==> src/rtl/mm_engine_pkg.sv <==
// Shared types and helpers for the matrix-multiply engine blocks.
// The writeback buffer uses them here, and the processor array shares the accumulator width.
package mm_engine_pkg;

    localparam int DEFAULT_ACCUM_WIDTH = 32;

    typedef enum logic [1:0] {
        WB_IDLE    = 2'd0,
        WB_COLLECT = 2'd1,
        WB_DRAIN   = 2'd2
    } wb_state_e;

    // Number of memory write beats needed to move one tile row.
    function automatic int wb_beats_per_row(input int n, input int parallel);
        return n / parallel;
    endfunction

    // Index width for a counter over 'count' positions; never narrower than 1 bit.
    function automatic int wb_index_bits(input int count);
        return (count > 1) ? $clog2(count) : 1;
    endfunction

endpackage

==> src/rtl/result_writeback_buffer_address_gen.sv <==
// Walks the drain order of a buffered tile: row r, chunk c, and the running row base address.
// The next row's base address is built by adding the stride, not by multiplying.
module writeback_address_gen
    import mm_engine_pkg::*;
#(
    parameter int N = 4,
    parameter int PARALLEL_DATA_STREAMING_SIZE = 4,
    parameter int MEMORY_ADDRESS_BITS = 64,
    parameter int COUNTER_BITS = 13,
    localparam int BEATS_PER_ROW = wb_beats_per_row(N, PARALLEL_DATA_STREAMING_SIZE),
    localparam int ROW_BITS = wb_index_bits(N),
    localparam int CHUNK_BITS = wb_index_bits(BEATS_PER_ROW)
) (
    input  logic                           clk,
    input  logic                           reset,
    input  logic                           load,
    input  logic                           advance,
    input  logic [MEMORY_ADDRESS_BITS-1:0] base,
    input  logic [COUNTER_BITS-1:0]        stride,
    output logic [MEMORY_ADDRESS_BITS-1:0] address,
    output logic [ROW_BITS-1:0]            row_index,
    output logic [CHUNK_BITS-1:0]          chunk_index,
    output logic                           last_chunk_of_row,
    output logic                           last_beat_of_tile
);

    logic [MEMORY_ADDRESS_BITS-1:0] row_base;
    logic [MEMORY_ADDRESS_BITS-1:0] stride_ext;
    logic [MEMORY_ADDRESS_BITS-1:0] chunk_offset;

    assign stride_ext   = MEMORY_ADDRESS_BITS'(stride);
    assign chunk_offset = MEMORY_ADDRESS_BITS'(chunk_index)
                        * MEMORY_ADDRESS_BITS'(PARALLEL_DATA_STREAMING_SIZE);
    assign address      = row_base + chunk_offset;

    assign last_chunk_of_row = (chunk_index == CHUNK_BITS'(BEATS_PER_ROW - 1));
    assign last_beat_of_tile = last_chunk_of_row && (row_index == ROW_BITS'(N - 1));

    // Counters hold while a beat is stalled, which keeps address and data stable.
    always_ff @(posedge clk) begin
        if (reset) begin
            row_base    <= '0;
            row_index   <= '0;
            chunk_index <= '0;
        end else if (load) begin
            row_base    <= base;
            row_index   <= '0;
            chunk_index <= '0;
        end else if (advance) begin
            if (last_chunk_of_row) begin
                chunk_index <= '0;
                row_base    <= row_base + stride_ext;
                if (last_beat_of_tile) begin
                    row_index <= '0;
                end else begin
                    row_index <= row_index + ROW_BITS'(1);
                end
            end else begin
                chunk_index <= chunk_index + CHUNK_BITS'(1);
            end
        end
    end

endmodule

==> src/rtl/result_writeback_buffer.sv <==
// Captures one N x N result tile from the processor array, one row at a time.
// It then writes the tile to memory in beats at a controller-supplied base address and row stride.
module result_writeback_buffer
    import mm_engine_pkg::*;
#(
    parameter int ACCUM_WIDTH = DEFAULT_ACCUM_WIDTH,
    parameter int N = 4,
    parameter int MEMORY_ADDRESS_BITS = 64,
    parameter int PARALLEL_DATA_STREAMING_SIZE = 4,
    parameter int MAX_MATRIX_LENGTH = 4096,
    parameter int COUNTER_BITS = $clog2(MAX_MATRIX_LENGTH + 1)
) (
    input  logic                           clk,
    input  logic                           reset,
    input  logic                           instruction_valid,
    output logic                           instruction_ready,
    input  logic [MEMORY_ADDRESS_BITS-1:0] address_input,
    input  logic [COUNTER_BITS-1:0]        stride_input,
    input  logic                           processor_output_valid,
    output logic                           processor_output_ready,
    input  logic [ACCUM_WIDTH-1:0]         processor_output_data [N-1:0],
    input  logic                           processor_output_last,
    output logic                           memory_write_valid,
    input  logic                           memory_write_ready,
    output logic [MEMORY_ADDRESS_BITS-1:0] memory_write_address,
    output logic [ACCUM_WIDTH-1:0]         memory_write_data [PARALLEL_DATA_STREAMING_SIZE-1:0],
    output logic                           tile_done,
    output logic                           protocol_error
);

    localparam int BEATS_PER_ROW = wb_beats_per_row(N, PARALLEL_DATA_STREAMING_SIZE);
    localparam int ROW_BITS      = wb_index_bits(N);
    localparam int COL_BITS      = wb_index_bits(N);
    localparam int CHUNK_BITS    = wb_index_bits(BEATS_PER_ROW);

    if ((PARALLEL_DATA_STREAMING_SIZE < 1) || ((N % PARALLEL_DATA_STREAMING_SIZE) != 0)) begin : g_bad_parallel
        $error("N must be an integer multiple of PARALLEL_DATA_STREAMING_SIZE");
    end

    wb_state_e                      state;
    logic [MEMORY_ADDRESS_BITS-1:0] base_reg;
    logic [COUNTER_BITS-1:0]        stride_reg;
    logic [ROW_BITS-1:0]            collect_row;
    logic [ACCUM_WIDTH-1:0]         buffer [N][N];

    logic                           instruction_accept;
    logic                           row_accept;
    logic                           final_row;
    logic                           beat_accept;
    logic [ROW_BITS-1:0]            drain_row;
    logic [CHUNK_BITS-1:0]          drain_chunk;
    logic                           last_chunk_of_row;
    logic                           last_beat_of_tile;
    logic [COL_BITS-1:0]            col;

    assign instruction_accept = instruction_valid && instruction_ready;
    assign row_accept         = processor_output_valid && processor_output_ready;
    assign final_row          = (collect_row == ROW_BITS'(N - 1));
    assign beat_accept        = memory_write_valid && memory_write_ready;
    assign tile_done          = beat_accept && last_chunk_of_row && last_beat_of_tile;

    writeback_address_gen #(
        .N                            (N),
        .PARALLEL_DATA_STREAMING_SIZE (PARALLEL_DATA_STREAMING_SIZE),
        .MEMORY_ADDRESS_BITS          (MEMORY_ADDRESS_BITS),
        .COUNTER_BITS                 (COUNTER_BITS)
    ) address_gen (
        .clk               (clk),
        .reset             (reset),
        .load              (row_accept && final_row),
        .advance           (beat_accept),
        .base              (base_reg),
        .stride            (stride_reg),
        .address           (memory_write_address),
        .row_index         (drain_row),
        .chunk_index       (drain_chunk),
        .last_chunk_of_row (last_chunk_of_row),
        .last_beat_of_tile (last_beat_of_tile)
    );

    // Buffer storage has no reset: a tile is always fully rewritten before it is drained.
    always_ff @(posedge clk) begin
        if (row_accept) begin
            for (int j = 0; j < N; j++) begin
                buffer[collect_row][j] <= processor_output_data[j];
            end
        end
    end

    always_comb begin
        col = '0;
        for (int k = 0; k < PARALLEL_DATA_STREAMING_SIZE; k++) begin
            col = COL_BITS'(int'(drain_chunk) * PARALLEL_DATA_STREAMING_SIZE + k);
            memory_write_data[k] = buffer[drain_row][col];
        end
    end

    // Collection always takes exactly N rows; a misplaced 'last' only raises the sticky error.
    always_ff @(posedge clk) begin
        if (reset) begin
            state                  <= WB_IDLE;
            base_reg               <= '0;
            stride_reg             <= '0;
            collect_row            <= '0;
            instruction_ready      <= 1'b1;
            processor_output_ready <= 1'b0;
            memory_write_valid     <= 1'b0;
            protocol_error         <= 1'b0;
        end else begin
            case (state)
                WB_IDLE: begin
                    if (instruction_accept) begin
                        base_reg               <= address_input;
                        stride_reg             <= stride_input;
                        collect_row            <= '0;
                        instruction_ready      <= 1'b0;
                        processor_output_ready <= 1'b1;
                        state                  <= WB_COLLECT;
                    end
                end
                WB_COLLECT: begin
                    if (row_accept) begin
                        if (processor_output_last != final_row) begin
                            protocol_error <= 1'b1;
                        end
                        if (final_row) begin
                            collect_row            <= '0;
                            processor_output_ready <= 1'b0;
                            memory_write_valid     <= 1'b1;
                            state                  <= WB_DRAIN;
                        end else begin
                            collect_row <= collect_row + ROW_BITS'(1);
                        end
                    end
                end
                WB_DRAIN: begin
                    if (tile_done) begin
                        memory_write_valid <= 1'b0;
                        instruction_ready  <= 1'b1;
                        state              <= WB_IDLE;
                    end
                end
                default: begin
                    instruction_ready      <= 1'b1;
                    processor_output_ready <= 1'b0;
                    memory_write_valid     <= 1'b0;
                    state                  <= WB_IDLE;
                end
            endcase
        end
    end

endmodule

==> config.mk <==
export PLATFORM = sky130hd
export DESIGN_NAME = result_writeback_buffer
export DESIGN_NICKNAME = d
export VERILOG_FILES = /design/src/rtl/mm_engine_pkg.sv /design/src/rtl/result_writeback_buffer_address_gen.sv /design/src/rtl/result_writeback_buffer.sv
export SDC_FILE = /design/constraint.sdc
export NUM_CORES = 1
export LEC_CHECK = 0
export CAP_MARGIN = 30
export CORE_MARGIN = 2
export CORE_UTILIZATION = 54
export CTS_BUF_LIST = sky130_fd_sc_hd__clkbuf_4 sky130_fd_sc_hd__clkbuf_8 sky130_fd_sc_hd__clkbuf_16
export DETAILED_ROUTE_END_ITERATION = 10
export PLACE_DENSITY_LB_ADDON = 0.08
export RECOVER_POWER = 25
export SETUP_SLACK_MARGIN = 0.05
export SYNTH_ARGS = -nofsm -noshare
export SYNTH_HDL_FRONTEND = slang
export SYNTH_HIERARCHICAL = 1
export SYNTH_SLANG_ARGS = --single-unit
==> constraint.sdc <==
create_clock -name clk -period 6.4 [get_ports clk]
set_clock_uncertainty 0.2 [all_clocks]
set_input_delay 0.64 -clock clk [delete_from_list [all_inputs] [get_ports clk]]
set_output_delay 0.64 -clock clk [all_outputs]
set_load 0.03 [all_outputs]
* After elaboration in Yosys (flattened, before gate mapping)
Memory sizes are Yosys's and may differ from the RTL's. A register that Yosys moved wholly into a read port is not among the register bits.
Cells that the tools add are included.
** Storage, ports and cells
- Memories :: 1
- Output and inout port bits :: 197
- Word-level logic and storage cells :: 98
- ROM bits :: 0
- Flip-flop bits (word level) :: 152
- Input port bits :: 211
- Bits in latches :: 0
- Bits in writable memories :: 512
** Memory list
- buffer :: depth 4, bits a word 128, read ports 1, clocked after memory_dff 1, wr ports 1, RTL line result_writeback_buffer.sv:44 : logic [ACCUM_WIDTH-1:0] buffer [N][N];
** Cells by class
- $add $sub $neg :: 8
- Divide/modulo/power cells :: 0
- Bitwise logic cells :: 7
- Magnitude comparators :: 3
- Equal/unequal tests :: 10
- Muxes and demuxes :: 38
- Shift operators :: 0
- Reductions and logical operators :: 20
- Multipliers :: 0
** Operator list (count)
- $bmux 32 s2 :: 3
- $mux 32 :: 6
- $mux 64 :: 3
- $add 64x13->64 :: 1
- $add 64x3->64 :: 1
- $mux 2 :: 10
- $reduce_and 4->1 :: 3
- $mux 1 :: 11
- $ge 3x3->1 const B :: 3
- $not 2->3 :: 3
- $pmux 1 s3 :: 3
- $reduce_and 3->1 :: 3
- $ne 2x2->1 const B :: 4
- $logic_and 1x1->1 :: 7
- $eq 2x2->1 const B :: 3
- $pmux 2 s3 :: 1
- $reduce_and 2->1 :: 3
- $add 1x1->2 const AB :: 2
- $add 2x1->2 const B :: 2
- $not 1->1 :: 4
- $pmux 2 s2 :: 1
- $reduce_bool 2->1 :: 2
- $add 1x2->2 const AB :: 1
- $eq 2x1->1 const B :: 1
- 5 further kinds :: 5

* Logic depth before layout (Yosys ltp)
Gate-level depths: netlist of the first run.
- Depth in word-level cells :: 5
- Mapped depth :: 9
- Gate-level depth less buffers :: 8

* Hierarchy
Netlist of the first run, hierarchy kept.
** Modules (own cells, without submodules)
- result_writeback_buffer :: sequential area each 17076.4 um2, area each 21489.4 um2, times used 1, cells each 1054
- writeback_address_gen :: sequential area each 1321.3 um2, area each 4720.8 um2, times used 1, cells each 586

* Worst setup path after synthesis of the first run
Ideal clock, no wire load.
- Path type :: input port to flip-flop
- From :: input processor_output_valid
- To :: register address_gen.row_base[16]
- Arrival :: 4.901 ns
- Required time :: 6.067 ns
- Cell stages on the path :: 6
- Library setup time :: 0.133 ns
- Setup slack :: 1.167 ns
- Cells stage by stage :: and3_1 inv_1 clkbuf_1 clkbuf_1 o21ai_0 a21oi_1
** Between the ends
- Longest elaborated chain between the ends :: 4
- Elaborated cells between the ends (all ways) :: 6
- Classes of those cells :: eq/ne (1); mux (1); reduce/logical (4)
** RTL lines
- start, declared :: RTL line result_writeback_buffer.sv:19 : input logic processor_output_valid,
- $logic_and 1x1->1 * :: RTL line result_writeback_buffer.sv:57 : assign row_accept = processor_output_valid && processor_output_ready;
- $logic_and 1x1->1 * :: RTL line result_writeback_buffer.sv:70 : .load (row_accept && final_row),
- $ne 2x1->1 (no line) / $reduce_bool 2->1 (equally long branches)
- $reduce_and 2->1 (no line)
- end signal, assigned :: RTL line result_writeback_buffer_address_gen.sv:46 : row_base <= base;
- end signal, assigned :: RTL line result_writeback_buffer_address_gen.sv:52 : row_base <= row_base + stride_ext;
- end, declared :: RTL line result_writeback_buffer_address_gen.sv:27 : logic [MEMORY_ADDRESS_BITS-1:0] row_base;
Every way passes the cells marked *; elsewhere a longest branch is shown, timed or not.
A chain may end at the register's enable or synchronous reset.

==> metrics, run 1 <==
Initial Util 54.8%; # setup viols final 0; gpl congestion 0.876; FF/Latch Area 18,400 um2; Hold Crit Depth 2; Min-Delay Path Class register to register; number of max-cap violations 0; CTS resizes 0; FP Rows 80; RR Startpoint collect_row[0]$_SDFFE_PP0P_; final hold vios 0; Die Y 224 um; H-Tree Depth 3; crit-path cells buf_12 > mux4_2 > clkdlybuf4s50_1; clock slew at reported path FFs 60 ps; vias 15,900; max reg flops 512; Worst setup EP type output port; Post-CTS Setup Bufs 0; CP top delay family buffers and inverters; Sink Count 663; Die ar. 50,300 um2; gr usage total 25.0%; fin crit share 58.9%; syn_nets 1,868; CTS tree done; Post-Syn Area 26,200 um2; TritonCTS Buffers 69; CP max stage delay 640 ps; worst path bufs/invs 2; critical path's slowest cell clkdlybuf4s50_1; nature of the critical path startpoint register; initial antenna violation count 12; setup tns final 0 ps; DRT iter0 DRCs 1,270; Nets 2,279; Setup CP Type register to output port; Mapped Cells 1,638; Layout area overhead 26.9%; Post-DRT Antenna Nets 0; final wirelength 63,300 um; Pre-antenna DRT Iters 5; first-pass GRT wire length 94,800 um; crit path time final 3770 ps; Worst slew margin 29.6%; Port Buffers 407; Syn Area/Cell 16.0 um2; fillcell total 3,233; cell depth of the worst flop-to-flop path 7; Worst Max-Slew Pin Slew 1050 ps; Worst Path Required 5560 ps; multi-input logic area 7330 um2; Synth warnings 6; Final Slew Violations 0; Hold Buf Count CTS 0; Max Fanout on Critical Path 96; DRC Markers 0; Clock Tree Buf Depth 3; power density over the cells 275 nW/um2; reg2reg setup slack 3080 ps; largest net degree at the start of global routing 131; Non-Filler Instances 2,732; chip width 224 um; number of global-route vias before repair 15,700; Max VDD drop 0.186 mV; WL per Instance 23.2 um; hold_sp base_reg[57]$_SDFFE_PP0P_; Final HPWL DP 40,500 um; RSZ-0062 raised after global routing false; placed insts 2,593; CORE AREA 47,800 um2; I/O pin count 408; DR vias/cell 5.81; Root Buffer clkbuf_16; Pwr Total 9.13 mW; Leak 10.6 nW; Overflow after GRT 0; Hold Path Sink base_reg[57]$_SDFFE_PP0P_; status finished clean; r2r endpoint address_gen/row_base[53]$_SDFFE_PP0P_; layout cells sized above 1 14.6%; clk_lat worst skew 600 ps; maximum clock rate 0.265 GHz; Arrival @ worst endpoint 2930 ps
-- metrics by stage --
stage	setup slack (ps)	hold WS, ps	utilization, %	cell area [um2]
3_3_place_gp	2230	245	64.4	30800
2_1_floorplan	1170	233	-	26200
6_report	2630	254	69.5	33300
5_1_grt	2480	275	69.5	33200
3_5_place_dp	2520	248	64.7	31000
4_1_cts	2590	255	69.4	33200
-- final cells by class --
class | count | share of cell area (%)
antenna | 14 | 0.105
clock buffer | 98 | 6.15
clock inverter | 27 | 0.666
inverter | 21 | 0.237
multi-input combinational | 865 | 22.1
sequential | 663 | 55.3
tap | 615 | 2.31
timing repair buffer | 429 | 13.1
-- how the worst max path moves through the flow --
stage / startpoint / endpoint / slack (ps) / cells after the start
2_1_floorplan: processor_output_valid / address_gen/row_base[16]$_SDFFE_PP0P_ / 1170 / 6
3_3_place_gp: processor_output_valid / address_gen/row_base[62]$_SDFFE_PP0P_ / 2230 / 7
3_5_place_dp: processor_output_valid / address_gen/row_base[53]$_SDFFE_PP0P_ / 2520 / 7
4_1_cts: address_gen/row_index[0]$_SDFFE_PP0P_ / memory_write_data[127] / 2590 / 3
5_1_grt: address_gen/row_index[0]$_SDFFE_PP0P_ / memory_write_data[68] / 2480 / 3
6_report: address_gen/row_index[0]$_SDFFE_PP0P_ / memory_write_data[124] / 2630 / 3
-- where the power goes --
part / internal, mW / switching, mW / leakage [nW]
Sequential: 4.70 / 0.0307 / 5.85
Combinational: 0.211 / 0.232 / 3.59
Clock: 2.35 / 1.61 / 1.14
Total: 7.26 / 1.87 / 10.6
-- cells in the final DEF, fill, tap and decap left out, types with 24 or more instances in the layout --
cell,instances
mux4_2,128
edfxtp_1,512
xnor2_1,39
clkbuf_16,73
a21oi_1,132
dlygate4sd3_1,90
a211oi_1,40
clkdlybuf4s50_1,316
nand2_1,196
nor2_1,67
dfxtp_1,149
o21ai_0,24
nand3_1,31
-- tightest hold or removal path: stages (launching register included) --
cell,delay [ps]
dfxtp_1,300
nand2_1,50
a21oi_1,50
-- per-layer routing --
layer  vias to the layer above  part of all wire (%)  GRT usage [%]
met3                       110                   7.3           5.04
li1                       7259                     -              -
met2                       544                    49           39.8
met1                      7960                    41           34.7
met4                         0                   2.8           9.27
met5                         -                     0              0
No activity file was read; power rests on OpenSTA's default activity.
==> run 2: changes to the inputs <==
clock period = 3.9 ns   (was 6.4 ns; I/O delays follow)
==> metrics, run 2 (synthesis gave the netlist of run 1 again) <==
status finished clean; Post-CTS Setup Bufs 0 (unchanged); Pre-antenna DRT Iters 5 (unchanged); WL per Instance 23.1 um (about the same); RR Startpoint stride_reg[0]$_SDFFE_PP0P_; initial antenna violation count 11 (-1); DRC Markers 0 (unchanged); gpl congestion 0.908 (+3.7%); nature of the critical path startpoint register; vias 15,900 (+0.21%); Clock Tree Buf Depth 3 (unchanged); I/O pin count 408 (unchanged); CTS tree done; CORE AREA 47,800 um2 (unchanged); Max VDD drop 0.381 mV (+110%); reg2reg setup slack 940 ps (-2140 ps); Root Buffer clkbuf_16; Overflow after GRT 0 (unchanged); Final Instance Area 33,400 um2 (+0.35%); Post-DRT Antenna Nets 0 (unchanged); worst setup path end memory_write_data[125]; layout cells sized above 1 14.9% (+0.33 points); Max Fanout on Critical Path 48 (-50%); Worst Max-Slew Pin Slew 918 ps (-136 ps); final wirelength 63,300 um (about the same); Nets 2,287 (+0.35%); DR vias/cell 5.82 (about the same); switching fraction of total power 20.6% (+0.090 points); Port Buffers 407 (unchanged); Worst Path Required 3310 ps (-2250 ps); clk_lat worst skew 600 ps (about the same); max reg flops 512 (unchanged); Hold WS 136 ps (-118 ps); fillcell total 3,226 (-0.22%); Final Slew Violations 0 (unchanged); largest net degree at the start of global routing 129 (-1.5%); crit path time final 3420 ps; power density over the cells 450 nW/um2 (+64%); Worst setup EP type output port; most frequent cells in the layout 512 x edfxtp_1, 316 x clkdlybuf4s50_1, 196 x nand2_1; Worst Setup Slack, final 478 ps (-2150 ps); Flop pwr share 51.7% (about the same); Min-Delay Path Class input pin to register; fin crit share 87.7%; switching power 3.08 mW (+65%); Initial Util 54.8% (unchanged); RSZ-0062 raised after global routing false; Critical Path Start address_gen/row_index[0]$_SDFFE_PP0P_; number of max-cap violations 0 (unchanged); placed cell areas 31,100 um2 (+0.42%); gr usage total 25.4% (+0.34 points); first-pass GRT wire length 96,100 um (+1.4%); Int Pwr 11.9 mW (+64%); commonest non-fill, non-tap cell in the layout edfxtp_1; FF/Latch Area 18,400 um2 (unchanged); Place WS 866 ps (-1650 ps); multi-input logic area 7330 um2 (unchanged); chip width 224 um (unchanged); Pwr Total 15.0 mW (+64%); cell depth of the worst flop-to-flop path 8 (+1); Final HPWL DP 41,300 um (+2.0%); H-Tree Depth 3 (unchanged); clock slew at reported path FFs 60 ps (about the same); Logic pwr share 5.0% (+0.2 points); Layout area overhead 27.4%; Setup CP Type register to output port; Worst slew margin 38.8% (+9.1 points); number of global-route vias before repair 15,800 (+0.74%); # setup viols final 0 (unchanged); r2r endpoint address_gen/row_base[46]$_SDFFE_PP0P_; DRT iter0 DRCs 1,185 (-6.7%); maximum clock rate 0.292 GHz; clock power share 43.3% (about the same); Arrival @ worst endpoint 2830 ps (-100 ps); hold_sp address_input[44]; Sink Count 663 (unchanged); Die ar. 50,300 um2 (unchanged); Die Y 224 um (unchanged); final hold vios 0 (unchanged); setup tns final 0 ps (unchanged); TritonCTS Buffers 69 (unchanged); FP Rows 80 (unchanged); Leak 10.6 nW (+0.47%)
[run 2: per-stage QoR]
| stage | utilization (%) | cells |
|---|---|---|
| 2_1_floorplan | - | 1638 |
| 3_3_place_gp | 64.9 | 2599 |
| 3_5_place_dp | 65.0 | 2600 |
| 4_1_cts | 69.7 | 2725 |
| 5_1_grt | 69.7 | 2729 |
| 6_report | 69.7 | 2735 |
[run 2: worst max-delay path, cell delays in order (launching register included)]
cell and delay (ps):
dfxtp_4 550, buf_12 370, mux4_2 580, clkdlybuf4s50_1 640
[run 2: area by class of cell]
| type | instances | area share, % |
|---|---|---|
| clock inverter | 30 | 0.810 |
| inverter | 21 | 0.236 |
| sequential | 663 | 55.2 |
| timing repair buffer | 437 | 13.5 |
| antenna | 10 | 0.0750 |
| multi-input combinational | 865 | 22.0 |
| tap | 615 | 2.31 |
| clock buffer | 94 | 5.95 |
[run 2: worst min path at each step]
stage,endpoint,slack [ps],cells past startpoint
after floorplan,base_reg[16]$_SDFFE_PP0P_,230,2
after global placement,base_reg[16]$_SDFFE_PP0P_,240,2
after detailed placement,base_reg[43]$_SDFFE_PP0P_,250,2
after CTS,base_reg[54]$_SDFFE_PP0P_,100,3
after global routing,base_reg[54]$_SDFFE_PP0P_,120,3
final,base_reg[44]$_SDFFE_PP0P_,140,3
[run 2: layer usage]
layer  vias up  part of all wire, %  global-route usage (%)  wire, um
met3       112                  7.0                    5.81      4460
met5         -                0.043                       0        27
li1       7261                    -                       -         -
met2       502                   50                    42.0     31500
met1      8025                   41                    34.2     25900
met4         6                  2.2                    6.86      1410
[run 2: power by group through the flow]
stage | logic [mW] | clock network [mW] | registers [mW]
floorplan | 0.324 | 0 | 7.90
global placement | 0.750 | 0 | 7.90
detailed placement | 0.768 | 0 | 7.91
CTS | 0.774 | 6.63 | 7.76
global route | 0.804 | 6.89 | 7.76
finish | 0.748 | 6.50 | 7.76
[run 2: timing repair]
| action | 4_1_cts | 5_1_grt |
|---|---|---|
| hold endpoints to repair | 14 | 0 |
| hold buffers | 1 | 0 |
| resized for setup | 0 | 0 |
==> run 3: changes to the inputs <==
CORE_MARGIN = 10   (was 2)
GPL_TIMING_DRIVEN = 1   (was not set)
==> metrics, run 3 (synthesis gave the netlist of run 1 again) <==
initial antenna violation count 16 (+5); CORE AREA 47,800 um2 (unchanged); maximum clock rate 0.292 GHz (-0.24%); Logic pwr share 5.0% (about the same); # setup viols final 0 (unchanged); reg2reg setup slack 900 ps (-40 ps); Port Buffers 407 (unchanged); I/O pin count 408 (unchanged); gpl congestion 0.897 (-1.2%); clock slew at reported path FFs 60 ps (about the same); Arrival @ worst endpoint 2840 ps (about the same); Flop pwr share 52.9% (+1.2 points); DR vias/cell 5.84 (+0.39%); Post-DRT Antenna Nets 0 (unchanged); TritonCTS Buffers 68 (-1.4%); multi-input logic area 7330 um2 (unchanged); Worst slew margin 37.8% (-0.96 points); Worst Path Required 3310 ps (about the same); critical path's slowest cell clkdlybuf4s50_1; nature of the critical path startpoint register; Initial Util 54.8% (unchanged); largest net degree at the start of global routing 78 (-40%); Clock Tree Buf Depth 3 (unchanged); Leak 10.6 nW (-0.66%); fin crit share 87.9% (+0.22 points); WP depth 3 (unchanged); switching power 3.01 mW (-2.5%); Layout area overhead 26.7%; CP top delay family buffers and inverters; clock power share 42.1% (-1.2 points); hold_sp reset; CP max stage delay 670 ps (+30 ps); commonest non-fill, non-tap cell in the layout edfxtp_1; Worst Max-Slew Pin Slew 933 ps (+14.4 ps); FP Rows 80 (unchanged); final wirelength 65,900 um (+4.1%); Overflow after GRT 0 (unchanged); status finished clean; placed insts 2,600 (unchanged); crit-path cells buf_4 > mux4_2 > clkdlybuf4s50_1; Nets 2,285 (-0.087%); WL per Instance 24.1 um (+4.3%); Final Slew Violations 0 (unchanged); Root Buffer clkbuf_16; chip width 240 um (+7.1%); Post-CTS Setup Bufs 0 (unchanged); r2r endpoint address_gen/row_base[27]$_SDFFE_PP0P_; first-pass GRT wire length 99,600 um (+3.6%); Die Y 240 um (+7.1%); cell depth of the worst flop-to-flop path 7 (-1); layout cells sized above 1 14.6% (-0.24 points); Setup CP Type register to output port; Sink Count 663 (unchanged); Pre-antenna DRT Iters 5 (unchanged); DRC Markers 0 (unchanged); worst setup path end memory_write_data[74]; Final HPWL DP 44,700 um (+8.2%); CTS tree done; FF/Latch Area 18,400 um2 (unchanged); number of max-cap violations 0 (unchanged); power density over the cells 442 nW/um2 (-1.6%); Critical Path Start address_gen/row_index[0]$_SDFFE_PP0P_; crit path time final 3430 ps (+8.40 ps); H-Tree Depth 3 (unchanged); Min-Delay Path Class input pin to register; RSZ-0062 raised after global routing false; setup tns final 0 ps (unchanged); Non-Filler Instances 2,731 (-0.15%); vias 15,900 (+0.25%); RR Startpoint address_gen/row_base[12]$_SDFFE_PP0P_; CTS resizes 0 (unchanged); fillcell total 3,299 (+2.3%); final hold vios 0 (unchanged); Max VDD drop 0.297 mV (-22%); max reg flops 512 (unchanged); clk_lat worst skew 590 ps (about the same); Max Fanout on Critical Path 19 (-60%); number of global-route vias before repair 16,000 (+1.3%); gr usage total 22.8% (-2.5 points); DRT iter0 DRCs 1,337 (+13%); Int Pwr 11.7 mW (-2.1%); most frequent cells in the layout 512 x edfxtp_1, 317 x clkdlybuf4s50_1, 196 x nand2_1; Worst setup EP type output port; Die ar. 57,700 um2 (+15%); switching fraction of total power 20.5% (-0.055 points); Hold Buf Count CTS 0 (-1); worst path bufs/invs 2 (unchanged)
-- run 3: layer usage --
layer | up-vias | wire length, um | part of all wire (%) | GRT usage, %
met5 | - | 34 | 0.052 | 0
met3 | 94 | 5400 | 8.2 | 5.94
met2 | 527 | 32500 | 49 | 36.8
met4 | 6 | 1440 | 2.2 | 7.21
met1 | 8054 | 26500 | 40 | 30.0
li1 | 7264 | - | - | -
-- run 3: how the worst min path moves through the flow --
stage                           endpoint  slack, ps  depth (start not counted)
2_1_floorplan  base_reg[16]$_SDFFE_PP0P_        230                          2
3_3_place_gp   base_reg[16]$_SDFFE_PP0P_        240                          2
3_5_place_dp   base_reg[34]$_SDFFE_PP0P_        250                          2
4_1_cts        base_reg[51]$_SDFFE_PP0P_         70                          2
5_1_grt        base_reg[57]$_SDFFE_PP0P_        110                          2
6_report       base_reg[57]$_SDFFE_PP0P_        100                          2
-- run 3: cell type report --
class | count | share of cell area [%]
Sequential cell | 663 | 55.5
Multi-Input combinational cell | 865 | 22.1
Timing Repair Buffer | 436 | 13.3
Clock buffer | 94 | 5.93
Tap cell | 615 | 2.32
Clock inverter | 25 | 0.524
Inverter | 21 | 0.238
Antenna cell | 12 | 0.0905
-- run 3: power by group through the flow --
| stage | Combinational (mW) | Sequential [mW] | Clock (mW) |
|---|---|---|---|
| floorplan | 0.324 | 7.90 | 0 |
| global placement | 0.741 | 7.90 | 0 |
| detailed placement | 0.758 | 7.91 | 0 |
| CTS | 0.761 | 7.76 | 6.32 |
| global route | 0.790 | 7.77 | 6.61 |
| finish | 0.735 | 7.76 | 6.18 |
-- run 3: worst reg2reg max path: stages (launching register included) --
cell,delay [ps]
dfxtp_1,330
ha_1,440
a21oi_1,170
a22oi_1,410
nand2_1,320
a2111oi_0,670
xnor2_1,130
a211oi_1,250
-- run 3: metrics by stage --
stage          utilization [%]  power [mW]  hold slack [ps]  instance area [um2]  setup WS (ps)
2_1_floorplan                -        8.23              233                26200            294
3_3_place_gp              64.8        8.64              243                31000            907
3_5_place_dp              64.8        8.67              249                31000            874
4_1_cts                   69.3        14.8             71.0                33200            362
5_1_grt                   69.3        15.2              107                33200            328
6_report                  69.4        14.7             96.1                33200            470
